--- config.mk ---
export PLATFORM = sky130hd
export DESIGN_NAME = loop_slot_scheduler
export DESIGN_NICKNAME = d
export VERILOG_FILES = /design/src/rtl/loop_slot_scheduler.sv
export SDC_FILE = /design/constraint.sdc
export NUM_CORES = 1
export LEC_CHECK = 0
export CELL_PAD_IN_SITES_DETAIL_PLACEMENT = 1
export CELL_PAD_IN_SITES_GLOBAL_PLACEMENT = 1
export CORE_MARGIN = 4
export CORE_UTILIZATION = 49
export CTS_CLUSTER_DIAMETER = 200
export DETAILED_ROUTE_END_ITERATION = 10
export DONT_BUFFER_PORTS = 1
export GPL_ROUTABILITY_DRIVEN = 0
export GPL_TIMING_DRIVEN = 0
export HOLD_SLACK_MARGIN = 0.02
export PLACE_DENSITY = 0.86
export SYNTH_ARGS = -nofsm -noshare
export SYNTH_HDL_FRONTEND = slang
export SYNTH_SLANG_ARGS = --single-unit
--- constraint.sdc ---
create_clock -name clk_100MHz -period 3.8 [get_ports clk_100MHz]
set_clock_uncertainty 0.2 [all_clocks]
set_input_delay 0.19 -clock clk_100MHz [delete_from_list [all_inputs] [get_ports clk_100MHz]]
set_output_delay 0.19 -clock clk_100MHz [all_outputs]
set_load 0.01 [all_outputs]
--- src/rtl/loop_slot_scheduler.sv ---
// Frame-rate scheduler that shares the single Ram2Ddr port among the looper banks.
// Each frame tick gets one timed zero/write/read/skip slot per bank, then a mixer handoff.
`timescale 1ns/1ps
module loop_slot_scheduler #(
   parameter int NBANKS     = 8,
   parameter int ADDR_W     = 23,
   parameter int TICK_DIV   = 2268,
   parameter int ACC_CYC    = 26,
   parameter int MAX_BLOCKS = 8000000
) (
   input  logic                      clk_100MHz,
   input  logic                      rstn,
   input  logic [NBANKS-1:0]         playing,
   input  logic [NBANKS-1:0]         recording,
   input  logic                      delete,
   input  logic [$clog2(NBANKS)-1:0] delete_bank,
   input  logic [ADDR_W-1:0]         max_block,
   output logic                      ram_cen,
   output logic                      ram_oen,
   output logic                      ram_wen,
   output logic                      write_zero,
   output logic                      get_data,
   output logic                      data_ready,
   output logic                      mix_data,
   output logic                      delete_clear,
   output logic [ADDR_W-1:0]         block_addr,
   output logic [$clog2(NBANKS)-1:0] bank,
   output logic                      overrun
);
   localparam int BANK_W = $clog2(NBANKS);
   localparam int CNT_W  = $clog2(TICK_DIV);
   localparam int ACC_W  = $clog2(ACC_CYC + 1);

   typedef enum logic [2:0] {S_IDLE, S_LATCH, S_SETUP, S_ACCESS, S_RECOVER, S_DONE} state_t;
   typedef enum logic [1:0] {K_READ, K_WRITE, K_ZERO} kind_t;

   state_t              state, state_d;
   kind_t               kind, kind_d;
   logic [CNT_W-1:0]    tick_cnt;
   logic                tick;
   logic [ACC_W-1:0]    acc_cnt, acc_cnt_d;
   logic [NBANKS-1:0]   play_f, play_f_d, rec_f, rec_f_d;
   logic                del_f, del_f_d;
   logic [BANK_W-1:0]   del_bank_f, del_bank_f_d, bank_d;
   logic [ADDR_W-1:0]   block_d, blk_next;
   logic                cen_d, oen_d, wen_d, wz_d;
   logic                get_data_d, data_ready_d, mix_d, dclr_d, overrun_d;
   logic                advance;

   assign tick = (tick_cnt == CNT_W'(TICK_DIV - 1));

   always_ff @(posedge clk_100MHz or negedge rstn) begin
      if (!rstn) tick_cnt <= '0;
      else       tick_cnt <= tick ? '0 : tick_cnt + CNT_W'(1);
   end

   // Block address the frame will move to; an idle looper parks at block 0.
   always_comb begin
      blk_next = block_addr + ADDR_W'(1);
      if (!(|play_f) && !(|rec_f) && !del_f)
         blk_next = '0;
      else if ((max_block != '0) && (block_addr == max_block - ADDR_W'(1)))
         blk_next = '0;
      else if ((max_block == '0) && (block_addr == ADDR_W'(MAX_BLOCKS - 1)))
         blk_next = '0;
   end

   always_comb begin
      state_d      = state;
      kind_d       = kind;
      bank_d       = bank;
      acc_cnt_d    = acc_cnt;
      play_f_d     = play_f;
      rec_f_d      = rec_f;
      del_f_d      = del_f;
      del_bank_f_d = del_bank_f;
      block_d      = block_addr;
      cen_d        = 1'b1;
      oen_d        = 1'b1;
      wen_d        = 1'b1;
      wz_d         = 1'b0;
      get_data_d   = 1'b0;
      data_ready_d = 1'b0;
      mix_d        = 1'b0;
      dclr_d       = 1'b0;
      overrun_d    = tick && (state != S_IDLE);
      advance      = 1'b0;
      case (state)
         S_IDLE: if (tick) begin
            state_d    = S_LATCH;
            get_data_d = 1'b1;
            bank_d     = '0;
         end
         S_LATCH: begin
            play_f_d     = playing;
            rec_f_d      = recording;
            del_f_d      = delete;
            del_bank_f_d = delete_bank;
            state_d      = S_SETUP;
         end
         S_SETUP: begin
            acc_cnt_d = '0;
            state_d   = S_ACCESS;
            cen_d     = 1'b0;
            if (del_f && (del_bank_f == bank)) begin
               kind_d = K_ZERO;
               wen_d  = 1'b0;
               wz_d   = 1'b1;
            end else if (rec_f[bank]) begin
               kind_d = K_WRITE;
               wen_d  = 1'b0;
            end else if (play_f[bank]) begin
               kind_d = K_READ;
               oen_d  = 1'b0;
            end else begin
               cen_d   = 1'b1;
               advance = 1'b1;
            end
         end
         S_ACCESS: begin
            if (acc_cnt == ACC_W'(ACC_CYC - 1)) begin
               state_d      = S_RECOVER;
               data_ready_d = (kind == K_READ);
            end else begin
               acc_cnt_d = acc_cnt + ACC_W'(1);
               cen_d     = 1'b0;
               oen_d     = (kind != K_READ);
               wen_d     = (kind == K_READ);
               wz_d      = (kind == K_ZERO);
            end
         end
         S_RECOVER: advance = 1'b1;
         S_DONE:    state_d = S_IDLE;
         default:   state_d = S_IDLE;
      endcase
      // Shared by skipped slots and RECOVER: next bank, or close the frame.
      if (advance) begin
         if (bank == BANK_W'(NBANKS - 1)) begin
            state_d = S_DONE;
            mix_d   = 1'b1;
            block_d = blk_next;
            dclr_d  = del_f && (blk_next == '0);
         end else begin
            state_d = S_SETUP;
            bank_d  = bank + BANK_W'(1);
         end
      end
   end

   always_ff @(posedge clk_100MHz or negedge rstn) begin
      if (!rstn) begin
         state        <= S_IDLE;
         kind         <= K_READ;
         bank         <= '0;
         acc_cnt      <= '0;
         play_f       <= '0;
         rec_f        <= '0;
         del_f        <= 1'b0;
         del_bank_f   <= '0;
         block_addr   <= '0;
         ram_cen      <= 1'b1;
         ram_oen      <= 1'b1;
         ram_wen      <= 1'b1;
         write_zero   <= 1'b0;
         get_data     <= 1'b0;
         data_ready   <= 1'b0;
         mix_data     <= 1'b0;
         delete_clear <= 1'b0;
         overrun      <= 1'b0;
      end else begin
         state        <= state_d;
         kind         <= kind_d;
         bank         <= bank_d;
         acc_cnt      <= acc_cnt_d;
         play_f       <= play_f_d;
         rec_f        <= rec_f_d;
         del_f        <= del_f_d;
         del_bank_f   <= del_bank_f_d;
         block_addr   <= block_d;
         ram_cen      <= cen_d;
         ram_oen      <= oen_d;
         ram_wen      <= wen_d;
         write_zero   <= wz_d;
         get_data     <= get_data_d;
         data_ready   <= data_ready_d;
         mix_data     <= mix_d;
         delete_clear <= dclr_d;
         overrun      <= overrun_d;
      end
   end
endmodule

==> results by group, run 1 <==
Synthesis
  – Synth Net Count: 585
  – Most common flop cell mapped by yosys: dfrtp_1
  – Synth area leaders: dfrtp_1, xor2_1, mux2_2, nor2_1, xnor2_1
  – Yosys reg bits: 77
  – Fraction of registers with async set/reset: 1.00
  – Synthesized instance count: 532
  – Syn Area/Cell: roughly 9.4 um2
  – Synth warn: 0
  – Seq/Total Area, Yosys: 0.386
  – Post-Syn Area: between 5000 and 6000 um2
  – Unique masters post-synth: a little under 70
  – Synth area leader: dfrtp_1
  – Synth top area share: 0.370
  – Post-synth EDFFs: 0

Pwr
  – Post-route total power: 1.48 mW
  – Cell Pwr Density: approximately 270 nW/um2
  – Peak VDD IR: approximately 0.21 mV
  – Leakage power: roughly 2.4 nW

Critical path
  – WS Path Type: register to register
  – Critical path buffer and inverter count: 3
  – Critical path arrival: about 3.5 ns
  – R2R Setup Slk: ~0.45 ns
  – R2R Path Start: bank[0]$_DFF_PN0_
  – Setup crit end kind: register
  – Critical-path top delay cell: mux4_2
  – Setup crit end: block_addr[15]$_DFFE_PN0P_
  – Reg2Reg Depth: 10
  – Max incr delay on CP: around 0.54 ns
  – Number of stages on the worst setup path: 10
  – R2r endpoint: block_addr[15]$_DFFE_PN0P_
  – CP startpoint kind: register
  – Critical Path, Cell by Cell: buf_2 -> mux4_2 -> mux2_2 -> nor4b_2 -> a21oi_1 -> nand2b_1 -> buf_2 -> nor2_2 -> buf_6 -> a22o_1
  – Worst setup startpoint: bank[0]$_DFF_PN0_
  – CP Data Required Time: 3.90 ns
  – Worst path most repeated cell: buf_2
  – Critical path peak fanout: 10
  – Kind of cell adding the most delay to the critical path: multiplexers

Clocking
  – CTS buffer count: 9
  – Clock root cell: clkbuf_8
  – Clock-pin transition on the worst setup and hold timing paths: around 0.080 ns
  – Clock buffer depth: 2
  – H-tree levels: 3
  – CTS Sinks: 77
  – Clock latency on the worst-skew pair: between 0.3 and 0.4 ns
  – Post-CTS sizing: 0
  – CTS tree: done

Timing
  – Max Fclk: between 0.2 and 0.3 GHz
  – Final Hold Viols: 0
  – Pins Over Slew Limit: 0
  – Final setup fails: 0
  – Slew @ Worst Pin: between 0.7 and 0.8 ns
  – Final worst path period share: 0.883
  – RSZ-0062 raised after global routing: no
  – Tmin final: approximately 3.4 ns
  – TNS Setup: 0 ns
  – Max_slew headroom: 0.494
  – Setup slack after layout: between 0.4 and 0.5 ns
  – Hold Slack: ~0.17 ns

Global routing
  – GRT Total Usage: 0.264
  – Number of global-route vias before repair: about 4700
  – Gr ovfl total: 0
  – Largest net degree at the start of global routing: approximately 80
  – Initial antenna violation count: 0
  – First-pass GRT wire length: between 20 and 25 mm

Detailed routing
  – M1 WL: roughly 6.0 mm
  – Top Layer Used: met4
  – Vias per cell: ~6.3
  – Met3 wire len: 939 um
  – Drt pass-1 iters: 4
  – Drt drc: 0
  – Routed length per instance: between 20 and 25 um
  – Post-DRT Antenna Nets: 0
  – Vias: 4406
  – Drt first-iter violations: ~280
  – Final wirelength: about 15 mm
  – WL met2: between 7 and 8 mm

Layout
  – Layout Utilization: 0.566
  – Layout area overhead: 11.6%
  – Commonest non-fill, non-tap cell in the layout: dfrtp_1
  – Fraction of layout cells with a size suffix above 1: 0.114
  – Most frequent cells in the layout: dfrtp_1, nor2_1, xor2_1
  – N_diodes: 0
  – Post-layout nets: approximately 620
  – Post-Layout Cell Count: ~700
  – Final instance area: ~5600 um2

Place
  – DP Worst Slack: slightly below 0.3 ns
  – Number of port buffers: 0
  – Dpl cell area: just over 5000 um2
  – Hpwl dp: 10.6 mm
  – DP Cell Count: roughly 670

Worst hold path
  – Hold Path Class: input pin to asynchronous set/reset pin

Floorplan
  – Chip Height: between 100 and 150 um
  – Die area: between 10000 and 15000 um2
  – Chip width: roughly 110 um
  – Starting Density: 0.507
  – Top Ports: 80
  – Core area: between 9000 and 10000 um2
  – Core Rows: 36

Status
  – Status: finished clean

Flow run
  – Maxcap violations: 0
layer usage:
layer	vias up	track usage
li1	2009	-
met3	40	0.0539
met5	-	0
met4	0	0.121
met2	147	0.474
met1	2210	0.300
flip-flops by register name, indices dropped and copies added, names as in the netlist, 2 cells and up:
register / count
block_addr: 23
kind: 2
play_f: 8
rec_f: 8
tick_cnt: 12
del_bank_f: 3
acc_cnt: 5
bank: 3
state: 3
cells in the mapped netlist (5+ instances only):
cell type / number
or3_1: 5
o21ai_1: 14
o21ai_0: 13
xnor2_1: 20
mux2i_1: 7
clkbuf_1: 20
nor4_1: 10
o31ai_1: 5
nand4_1: 21
dfrtp_1: 74
nand3_1: 22
or4_1: 5
xor2_1: 32
nor2b_1: 7
and3_1: 12
inv_1: 12
a21oi_1: 13
nor2_1: 52
nand2b_1: 8
a22o_1: 11
buf_2: 8
nand2_1: 31
nor3_1: 18
ha_1: 8
mux2_2: 23
nand3b_1: 9
power by group:
part               switching [mW]  internal, mW  total [mW]
Sequential     0.0000000000000661         0.819       0.819
Combinational              0.0471        0.0407      0.0878
Clock                       0.299         0.275       0.574
Total                       0.346          1.13        1.48
area by class of cell:
class                   instances  area, um2
fillers                      1126       4290
repair buffers                 22        238
clock buffers                  15        166
plain buffers                  32        145
clock inverters                 1       7.51
well taps                     133        166
inverters                      13       48.8
flip-flops and latches         77       1930
multi-input cells             410       2880
cells by family (layout without fill, tap and decap cells):
group           Yosys count  count (layout)  synth area share
fa+ha+maj                 8               8            0.0200
simple gates            229             229             0.261
mux                      35              35            0.0861
buf+inv                  45              83            0.0388
xor+xnor                 52              52            0.0911
compound gates           86              86             0.117
flops                    77              77             0.386
worst min-delay path by stage:
stage          slack [ns]                    endpoint  start  cells after the start
6_report             0.17  block_addr[12]$_DFFE_PN0P_   rstn                      2
5_1_grt              0.18  block_addr[12]$_DFFE_PN0P_   rstn                      2
4_1_cts              0.19  block_addr[12]$_DFFE_PN0P_   rstn                      2
3_5_place_dp        -0.30  block_addr[12]$_DFFE_PN0P_   rstn                      0
3_3_place_gp        -0.30      acc_cnt[0]$_DFFE_PN0P_   rstn                      0
2_1_floorplan       -0.31      acc_cnt[0]$_DFFE_PN0P_   rstn                      0
repair_timing:
item,4_1_cts,5_1_grt
hold endpoints to repair,97,0
setup buffers,0,0
hold buffers,22,0
worst reg2reg max path: cells and delay by family (launching register included):
kind	cells	cell delay (ns)
AND/OR/NAND/NOR	3	0.82
flip-flops	1	0.45
multiplexers	2	0.87
AO/OA/AOI/OAI	2	0.25
buffers and inverters	3	0.69
(Power assumes the default switching activity.)
==> run 2: changes to the inputs <==
--- a/config.mk
+++ b/config.mk
@@ -7,6 +7,7 @@
 export LEC_CHECK = 0
 export CELL_PAD_IN_SITES_DETAIL_PLACEMENT = 1
 export CELL_PAD_IN_SITES_GLOBAL_PLACEMENT = 1
+export CORE_ASPECT_RATIO = 1.75
 export CORE_MARGIN = 4
 export CORE_UTILIZATION = 49
 export CTS_CLUSTER_DIAMETER = 200
==> run 2 against run 1 <==
Critical path depth unchanged. First-iteration DRC count down 17%. Sequential power about the same. Critical endpoint is now block_addr[5]$_DFFE_PN0P_. Largest cell class unchanged. Largest power group is now the clock network.
==> results by group, run 2 (synthesis results as in run 1) <==
Status
  – Status: finished clean

Critical path
  – Worst path most repeated cell: buf_2
  – WS Path Type: register to register
  – CP startpoint kind: register
  – Critical Path, Cell by Cell: buf_2 -> mux4_2 -> mux2_2 -> nor4b_2 -> a21oi_1 -> nand2b_1 -> buf_2 -> nor2_2 -> buf_6 -> a22o_1
  – Critical path arrival: 3.56 ns (+0.11 ns)
  – Critical-path top delay cell: mux4_2
  – Critical path peak fanout: 10 (unchanged)
  – CP Data Required Time: 3.88 ns (-0.02 ns)
  – Max incr delay on CP: 0.54 ns (about the same)
  – Setup crit end kind: register

Timing
  – Final Hold Viols: 0 (unchanged)
  – Setup slack after layout: 0.313 ns (-0.133 ns)
  – Tmin final: 3.49 ns (+0.133 ns)
  – RSZ-0062 raised after global routing: no
  – TNS Setup: 0 ns (unchanged)
  – Max_slew headroom: 0.485 (-0.00900)
  – Final setup fails: 0 (unchanged)
  – Pins Over Slew Limit: 0 (unchanged)
  – Hold Slack: 0.199 ns (+0.0333 ns)
  – Slew @ Worst Pin: 0.765 ns (+0.00923 ns)
  – Final worst path period share: 0.918 (+0.0350)
  – Max Fclk: 0.287 GHz (-3.8%)

Clocking
  – H-tree levels: 3 (unchanged)
  – Post-CTS setup buffers: 0 (unchanged)
  – Clock root cell: clkbuf_16
  – CTS buffer count: 9 (unchanged)
  – CTS Hold Bufs: 22 (unchanged)
  – Clock-pin transition on the worst setup and hold timing paths: 0.06 ns (-0.02 ns)
  – CTS Sinks: 77 (unchanged)
  – Clock buffer depth: 2 (unchanged)
  – Post-CTS sizing: 0 (unchanged)
  – Clock latency on the worst-skew pair: 0.34 ns (-0.02 ns)
  – CTS tree: done

Floorplan
  – Top Ports: 80 (unchanged)
  – Core area: 9910 um2 (+0.46%)
  – Chip width: 84.4 um (-23%)
  – Core Rows: 48 (+33%)
  – Die area: 12000 um2 (+0.54%)
  – Starting Density: 0.505 (-0.00230)
  – Chip Height: 142 um (+30%)

Detailed routing
  – Drt pass-1 iters: 4 (unchanged)
  – Drt first-iter violations: 230 (-17%)
  – Drt drc: 0 (unchanged)
  – Routed length per instance: 22.6 um (+4.2%)
  – Post-DRT Antenna Nets: 0 (unchanged)
  – Vias per cell: 6.37 (+1.6%)
  – Vias: 4427 (+0.48%)
  – Final wirelength: 15.7 mm (+3.0%)

Layout
  – Post-layout nets: 618 (unchanged)
  – Max reg flops: 23 (unchanged)
  – Layout Utilization: 0.575 (+0.00930)
  – Fraction of layout cells with a size suffix above 1: 0.121 (+0.00702)
  – N_diodes: 0 (unchanged)
  – Top Registers: block_addr x23, tick_cnt x12
  – Most frequent cells in the layout: dfrtp_1, nor2_1, xor2_1
  – Post-Layout Cell Count: 695 (-1.1%)
  – Layout area overhead: 13.9%
  – Commonest non-fill, non-tap cell in the layout: dfrtp_1
  – Most flops, register: block_addr
  – Final instance area: 5700 um2 (+2.1%)

Place
  – DP Cell Count: 657 (-1.2%)
  – DP Worst Slack: 0.133 ns (-0.155 ns)
  – Hpwl dp: 11.2 mm (+5.8%)
  – Number of port buffers: 0 (unchanged)
  – Dpl cell area: 5160 um2 (-0.19%)

Pwr
  – Peak VDD IR: 0.348 mV (+69%)
  – Leakage power: 2.42 nW (+2.4%)
  – Cell Pwr Density: 314 nW/um2 (+18%)
  – Post-route total power: 1.79 mW (+21%)

Worst hold path
  – Hold Path Class: input pin to asynchronous set/reset pin

Global routing
  – GRT Total Usage: 0.268 (+0.00413)
  – Gr ovfl total: 0 (unchanged)
  – Largest net degree at the start of global routing: 78 (unchanged)
  – First-pass GRT wire length: 24.9 mm (+3.4%)
  – Number of global-route vias before repair: 4849 (+3.3%)
  – Initial antenna violation count: 0 (unchanged)

Flow run
  – Maxcap violations: 0 (unchanged)
==> run 2: per-layer routing <==
| metal | vias to the layer above | GRT usage | share of wire |
|---|---|---|---|
| met5 | - | 0 | 0 |
| li1 | 2016 | - | - |
| met4 | 0 | 0.149 | 0.043 |
| met1 | 2260 | 0.248 | 0.34 |
| met2 | 107 | 0.537 | 0.58 |
| met3 | 44 | 0.0424 | 0.036 |
==> run 2: final cells by class <==
type                       instances  area (um2)
buffer                            32         145
clock buffer                      10         239
clock inverter                     6        62.6
fill                            1147        4210
inverter                          13        48.8
multi-input combinational        410        2880
sequential                        77        1930
tap                              125         156
timing repair buffer              22         238
==> run 2: final timing paths <==
check,slack [ns],cells after the start,endpoint,start
max in group asynchronous,2.88,2,play_f[2]$_DFFE_PN0P_,rstn
setup reg to reg,0.31,10,block_addr[5]$_DFFE_PN0P_,bank[0]$_DFF_PN0_
setup / recovery,0.31,10,block_addr[5]$_DFFE_PN0P_,bank[0]$_DFF_PN0_
min in group clk_100MHz,0.30,1,tick_cnt[10]$_DFF_PN0_,tick_cnt[10]$_DFF_PN0_
hold reg to reg,0.30,1,tick_cnt[10]$_DFF_PN0_,tick_cnt[10]$_DFF_PN0_
hold / removal,0.20,2,data_ready$_DFF_PN0_,rstn
==> run 2: critical path, delay by kind of cell, from the launching register on <==
kind,cells,cell delay [ns]
AOI/OAI and AO/OA,2,0.27
buffers and inverters,3,0.69
DFF,1,0.48
muxes,2,0.87
and+or+nand+nor,3,0.90
==> run 2: report_power, final <==
part	switching, mW	internal (mW)
clock network	0.355	0.524
registers	0.0000000000000658	0.820
logic	0.0486	0.0408
